**src/rtl/demux2_pkg.sv**
```systemverilog
// rtl/demux2_pkg.sv - route FSM states and route encodings for the 1:2 stream demultiplexer
package demux2_pkg;

  typedef enum logic [1:0] {
    IDLE  = 2'd0,
    LOCK0 = 2'd1,
    LOCK1 = 2'd2
  } route_state_e;

  localparam logic ROUTE_OUT1 = 1'b0;
  localparam logic ROUTE_OUT2 = 1'b1;

  function automatic route_state_e lock_state(input logic route);
    return (route == ROUTE_OUT2) ? LOCK1 : LOCK0;
  endfunction

endpackage

```
**src/rtl/demux2_stream_slot.sv**
```systemverilog
// rtl/demux2_stream_slot.sv - one-entry registered output slot with load/drain and free flag
module stream_slot #(
  parameter int WIDTH = 1
) (
  input  logic             clk,
  input  logic             rst,
  input  logic             load,
  input  logic [WIDTH-1:0] load_data,
  input  logic             load_last,
  input  logic             out_ready,
  output logic             out_valid,
  output logic [WIDTH-1:0] out_data,
  output logic             out_last,
  output logic             free
);

  logic             valid_q, valid_d;
  logic [WIDTH-1:0] data_q, data_d;
  logic             last_q, last_d;

  // A draining slot counts as free so it can be refilled without a bubble.
  assign free = ~valid_q | out_ready;

  always_comb begin
    valid_d = valid_q;
    data_d  = data_q;
    last_d  = last_q;
    if (load) begin
      valid_d = 1'b1;
      data_d  = load_data;
      last_d  = load_last;
    end else if (valid_q && out_ready) begin
      valid_d = 1'b0;
    end
  end

  always_ff @(posedge clk or posedge rst) begin
    if (rst) begin
      valid_q <= 1'b0;
      data_q  <= '0;
      last_q  <= 1'b0;
    end else begin
      valid_q <= valid_d;
      data_q  <= data_d;
      last_q  <= last_d;
    end
  end

  assign out_valid = valid_q;
  assign out_data  = data_q;
  assign out_last  = last_q;

endmodule

```
**src/rtl/demux2_stream.sv**
```systemverilog
// rtl/demux2_stream.sv - registered 1:2 stream demultiplexer with optional per-packet route lock
module demux2_stream
  import demux2_pkg::*;
#(
  parameter int WIDTH       = 1,
  parameter int PACKET_MODE = 1
) (
  input  logic             clk,
  input  logic             rst,
  input  logic [WIDTH-1:0] in_data,
  input  logic             in_last,
  input  logic             in_sel,
  input  logic             in_valid,
  output logic             in_ready,
  output logic [WIDTH-1:0] out1_data,
  output logic             out1_last,
  output logic             out1_valid,
  input  logic             out1_ready,
  output logic [WIDTH-1:0] out2_data,
  output logic             out2_last,
  output logic             out2_valid,
  input  logic             out2_ready
);

  route_state_e state_q, state_d;
  logic         route;
  logic         free1, free2;
  logic         accept;
  logic         load1, load2;

  // While locked the packet's first-beat route wins over in_sel.
  always_comb begin
    route = in_sel;
    if (PACKET_MODE != 0) begin
      case (state_q)
        LOCK0:   route = ROUTE_OUT1;
        LOCK1:   route = ROUTE_OUT2;
        default: route = in_sel;
      endcase
    end
  end

  assign in_ready = ~rst & ((route == ROUTE_OUT2) ? free2 : free1);
  assign accept   = in_valid & in_ready;
  assign load1    = accept & (route == ROUTE_OUT1);
  assign load2    = accept & (route == ROUTE_OUT2);

  always_comb begin
    state_d = state_q;
    if (PACKET_MODE != 0 && accept) begin
      if (in_last) begin
        state_d = IDLE;
      end else if (state_q == IDLE) begin
        state_d = lock_state(route);
      end
    end
  end

  always_ff @(posedge clk or posedge rst) begin
    if (rst) begin
      state_q <= IDLE;
    end else begin
      state_q <= state_d;
    end
  end

  stream_slot #(.WIDTH(WIDTH)) u_slot1 (
    .clk       (clk),
    .rst       (rst),
    .load      (load1),
    .load_data (in_data),
    .load_last (in_last),
    .out_ready (out1_ready),
    .out_valid (out1_valid),
    .out_data  (out1_data),
    .out_last  (out1_last),
    .free      (free1)
  );

  stream_slot #(.WIDTH(WIDTH)) u_slot2 (
    .clk       (clk),
    .rst       (rst),
    .load      (load2),
    .load_data (in_data),
    .load_last (in_last),
    .out_ready (out2_ready),
    .out_valid (out2_valid),
    .out_data  (out2_data),
    .out_last  (out2_last),
    .free      (free2)
  );

endmodule

```
**config.mk**
```make
export PLATFORM = sky130hd
export DESIGN_NAME = demux2_stream
export DESIGN_NICKNAME = d
export VERILOG_FILES = /design/src/rtl/demux2_pkg.sv /design/src/rtl/demux2_stream_slot.sv /design/src/rtl/demux2_stream.sv
export SDC_FILE = /design/constraint.sdc
export NUM_CORES = 1
export LEC_CHECK = 0
export ABC_AREA = 1
export ABC_CLOCK_PERIOD_IN_PS = 3000
export CORE_AREA = 3 3 40 42
export DETAILED_ROUTE_END_ITERATION = 10
export DIE_AREA = 0 0 43 45
export PLACE_DENSITY = 0.64
export SYNTH_ARGS = -nofsm -noshare
export SYNTH_HDL_FRONTEND = slang
export SYNTH_HIERARCHICAL = 1
export SYNTH_SLANG_ARGS = --single-unit
```
**constraint.sdc**
```tcl
create_clock -name clk -period 3 [get_ports clk]
set_input_delay 0.6 -clock clk [delete_from_list [all_inputs] [get_ports clk]]
set_output_delay 0.6 -clock clk [all_outputs]
set_load 0.02 [all_outputs]
```
* Word level (Yosys, flattened, before mapping)
Cells that the tools add are included.
** Storage, ports and cells
- Register bits after elaboration :: 8
- Bits of input ports :: 8
- Logic and storage cells :: 35
- Output and inout port bits :: 7
** Cells by class
- Mux-type cells :: 9
- Reductions and logical operators :: 7
- Bitwise gates (word level) :: 10
- Equal/unequal tests :: 2
** Operators by type and width (number)
- two-way mux 2 bit :: 3
- nonzero test 2 bit :: 3
- two-way mux 1 bit :: 5
- AND 1 bit :: 4
- NOT 1 bit :: 4
- equality test 2 x 1 -> 1 bit, second input constant :: 1
- equality test 2 bit, second input constant :: 1
- logical AND 1 bit :: 2
- logical NOT 2 bit :: 1
- bitwise OR 1 bit :: 2
- case mux 1 bit (2 select lines) :: 1
- AND reduction 2 bit :: 1

* Logic depth before layout (Yosys ltp)
- Depth in word-level cells :: 7
- Depth in mapped cells :: 12
- Gate-level depth less buffers :: 12

* Modules after synthesis
The synthesis kept the hierarchy.
** Modules (own cells, without submodules)
- stream_slot :: sequential area each 75.1 um2, cells an instance 14, area each 116.4 um2, instances 2
- demux2_stream :: sequential area each 50.0 um2, cells an instance 37, area each 230.2 um2, instances 1

* Worst setup path before layout
Ideal clock, no wire load.
- Kind :: register to output
- From :: register state_q[0]
- To :: output in_ready
- Path slack :: 1259 ps
- Data arrival time :: 1141 ps
- Data required time :: 2400 ps
- Stages on the path, launching flop included :: 8
- Path buffers :: 0
- Cells stage by stage :: dfrtp_1 > inv_1 > ha_1 > inv_1 > nand2_2 > nand2_2 > nor2_2 > nor2_4
** Between the ends
- Word-level cells in the longest chain between the ends :: 4
- Elaborated cells on any way between the ends :: 5
- Classes of those cells :: eq/ne: 2; mux: 2; bitwise: 1
** RTL lines
- from (decl) :: line demux2_stream.sv:25 : route_state_e state_q, state_d;
- from (signal assigned) :: line demux2_stream.sv:63 : state_q <= state_d;
- equality test 2 bit or equality test 2 x 1 -> 1 bit (tied branches) :: line demux2_stream.sv:35 : case (state_q)
- case mux 1 bit (2 select lines) * :: line demux2_stream.sv:35
- two-way mux 1 bit * :: line demux2_stream.sv:43 : assign in_ready = ~rst & ((route == ROUTE_OUT2) ? free2 : free1);
- AND 1 bit * :: line demux2_stream.sv:43
- to (decl) :: line demux2_stream.sv:14 : output logic in_ready,
Every way passes the cells marked *; elsewhere a longest branch is shown, timed or not.

* Final worst setup path
- From :: input out1_ready
- To :: output in_ready
** Between the ends
- Word-level cells in the longest chain between the ends :: 3
** RTL lines
- from (decl) :: line demux2_stream.sv:18 : input logic out1_ready,
- bitwise OR 1 bit :: line demux2_stream_slot.sv:22 : assign free = ~valid_q | out_ready;
- via free1 :: line demux2_stream.sv:27 : logic free1, free2;
- two-way mux 1 bit :: line demux2_stream.sv:43
- AND 1 bit :: line demux2_stream.sv:43
The timed path passes the listed nets, and every way through them passes these cells.

==> flow_metrics.py <==
metrics = {
    "sta": {
        "fin_crit_sh_pct": 90.7,
        "setup_violations": 0,
        "slew_viol_final": 0,
        "finalCriticalPeriod_ps": 2720,
        "tightestPinTransition_ps": 237,
        "hold_viol_final": 0,
        "clock_skew_ps": 6.02,
        "rsz0062_at_grt": "no",
        "relSlewSlack_pct": 84.1,
        "fin_tns_setup_ps": 0,
        "fmax_mhz": 368,
    },
    "setup_path": {
        "worstPathArrival_ps": 2120,
        "cp.required_ps": 2400,
        "endpoint_kind": "output port",
        "cp_slowest_cell": "clkdlybuf4s50_1",
        "critPathBufInv": 4,
        "reg2reg_depth": 12,
        "critPathMaxStageDelay_ps": 620,
        "worstSetupPathType": "in -> out",
        "start_kind": "input pin",
        "critPathTopFamily": "buffers and inverters",
        "cp.depth": 8,
        "path_cells": "clkdlybuf4s50_1 > inv_1 > nand2_1 > inv_1 > nand3_1 > nand2_1 > nor2_4 > clkdlybuf4s50_1",
        "cp_max_fo": 4,
    },
    "pwr": {
        "irDropWorstVdd_mv": 0.391,
        "p_int_mw": 0.356,
        "swShare_pct": 43.6,
        "power_density_nw_per_um2": 981,
        "p_leak_nw": 0.358,
        "p_clk_share_pct": 12.9,
        "p_sw_mw": 0.276,
        "p_comb_share_pct": 57.9,
        "seqPwrFrac_pct": 29.3,
    },
    "place": {
        "gp_congestion": 0.784,
        "portBuffers": 14,
        "place_area_sq_um": 622,
        "dp_hpwl_um": 777,
    },
    "synthesis": {
        "ys.flop_type": "dfrtp_1",
        "yosys.area.top_type": "dfrtp_1",
        "synthTopCellsByCount": "25 x nand2_1, 13 x inv_1, 8 x dfrtp_1",
        "synth_area_sq_um": 463,
        "synth_cell_types": 12,
        "syn-num-nets": 75,
        "yosysSeqAreaShare_pct": 43.2,
        "avgSynthCellArea_sq_um": 7.12,
        "synth_edf_count": 0,
        "post-synth-top-count-cell": "nand2_1",
        "synthArstFlopShare_pct": 100,
        "synth_top_area_share_pct": 43.2,
        "ys_top_cells_by_area": "dfrtp_1 43%, nand2_1 20%, inv_1 11%, ha_1 5.4%, nand2_2 4.1%",
        "yosys_warnings": 6,
        "syn_inst": 65,
        "ys_ff_latch": 8,
    },
    "finish": {
        "final_area_sq_um": 644,
        "syn_to_final_growth_pct": 39.2,
        "antennaDiodeCount": 0,
        "nets": 94,
        "layout-drive-gt1-share_pct": 13.4,
    },
    "clocking": {
        "cts_root_buffer": "clkbuf_4",
        "clock_latency_ps": 250,
        "cts.repair.resized": 0,
        "cts_setup_buffers": 0,
        "clk_path_buf_depth": 2,
        "cts_hold_buf": 0,
        "cts.clk_slew.worst_paths_ps": 60,
        "cts_tree": "built",
        "cts_buffers": 3,
        "numClockSinks": 8,
        "htree_num_levels": 1,
    },
    "die": {
        "die_x_um": 43,
        "rows": 13,
        "start_util_pct": 36.0,
        "die_area_sq_um": 1940,
        "coreArea_sq_um": 1280,
        "die_h_um": 45,
        "ios": 15,
    },
    "min_path": {
        "whs_path_depth": 2,
        "hold_class": "reg -> reg",
    },
    "global_routing": {
        "grt_pass1_vias": 380,
        "grt_max_degree": 5,
        "grt_first_pass_wirelength_mm": 1.59,
        "antenna_found_initial": 0,
        "grt_overflow_total": 0,
        "grt_use_total_pct": 11.6,
    },
    "outcome": {
        "status": "completed",
    },
    "drt": {
        "ant_nets": 0,
        "vias_per_cell": 4.40,
        "dr.pass1.iters": 4,
        "drc": 0,
        "vias": 427,
        "wl_per_cell_um": 9.69,
        "routed_wl_um": 940,
        "drt_iter0_drc": 6,
    },
    "flow_run": {
        "maxCapViolCount": 0,
    },
}
layout make-up:
class | count | area (sq um)
well taps | 15 | 18.8
fillers | 129 | 641
multi-input cells | 42 | 206
clock buffers | 3 | 22.5
repair buffers | 14 | 140
flip-flops and latches | 8 | 200
inverters | 15 | 56.3
placed cells by master, fill, tap and decap left out, drive strengths merged:
master          n
dfrtp           8
nand2          28
clkbuf          3
inv            15
nand4           3
nor2            5
nand3           3
clkdlybuf4s50  14
ha              2
or2             1
registers in the layout, indices dropped and copies added (netlist names):
| signal | flops |
|---|---|
| u_slot2/out_last | 1 |
| state_q | 2 |
| u_slot1/out_data | 1 |
| u_slot2/out_valid | 1 |
| u_slot1/out_last | 1 |
| u_slot1/out_valid | 1 |
| u_slot2/out_data | 1 |
metal layers:
layer | vias up | part of all wire [%] | wire (um) | global-route usage (%)
met5 | - | 0 | 0 | 0
met4 | 0 | 1.8 | 17 | 9.04
met3 | 2 | 9.5 | 89 | 4.38
met2 | 16 | 43 | 406 | 17.4
met1 | 182 | 45 | 427 | 13.3
li1 | 227 | - | - | -
stage by stage:
step,util [%],hold WS [ps],std cells,total power [mW],worst slack (ps)
finish,50.1,470,97,0.632,280
global route,50.1,506,97,0.686,193
CTS,50.1,474,97,0.640,265
detailed placement,48.4,459,94,0.553,272
global placement,48.4,457,94,0.549,289
floorplan,-,354,65,0.423,1260
cell families (layout without fill, tap and decap cells):
| kind of cell | Yosys count | after routing | synth area share, % |
|---|---|---|---|
| adder cells (fa/ha/maj) | 2 | 2 | 5.40 |
| buffers and inverters | 15 | 32 | 12.2 |
| flip-flops | 8 | 8 | 43.2 |
| AND/OR/NAND/NOR | 40 | 40 | 39.2 |
power groups by stage:
stage | logic [mW] | clock network (mW) | registers [mW]
global placement | 0.364 | 0 | 0.185
finish | 0.366 | 0.0814 | 0.185
global route | 0.404 | 0.0891 | 0.193
CTS | 0.370 | 0.0843 | 0.185
floorplan | 0.195 | 0 | 0.228
detailed placement | 0.368 | 0 | 0.185
tightest hold or removal path, delay by kind of cell, from the launching register on:
kind	cells	cell delay [ps]
AND/OR/NAND/NOR	2	90
flip-flops	1	340
final timing paths:
check                                      start                end  slack (ps)
worst max-delay path                  out1_ready           in_ready         280
max in group asynchronous                    rst         state_q[0]        2260
worst min-delay path            u_slot1/out_last   u_slot1/out_last         470
worst max register to register        state_q[1]   u_slot2/out_last        1280
min in group asynchronous                    rst  u_slot2/out_valid         570
worst min register to register  u_slot1/out_last   u_slot1/out_last         470
No activity file was read; power rests on OpenSTA's default activity.
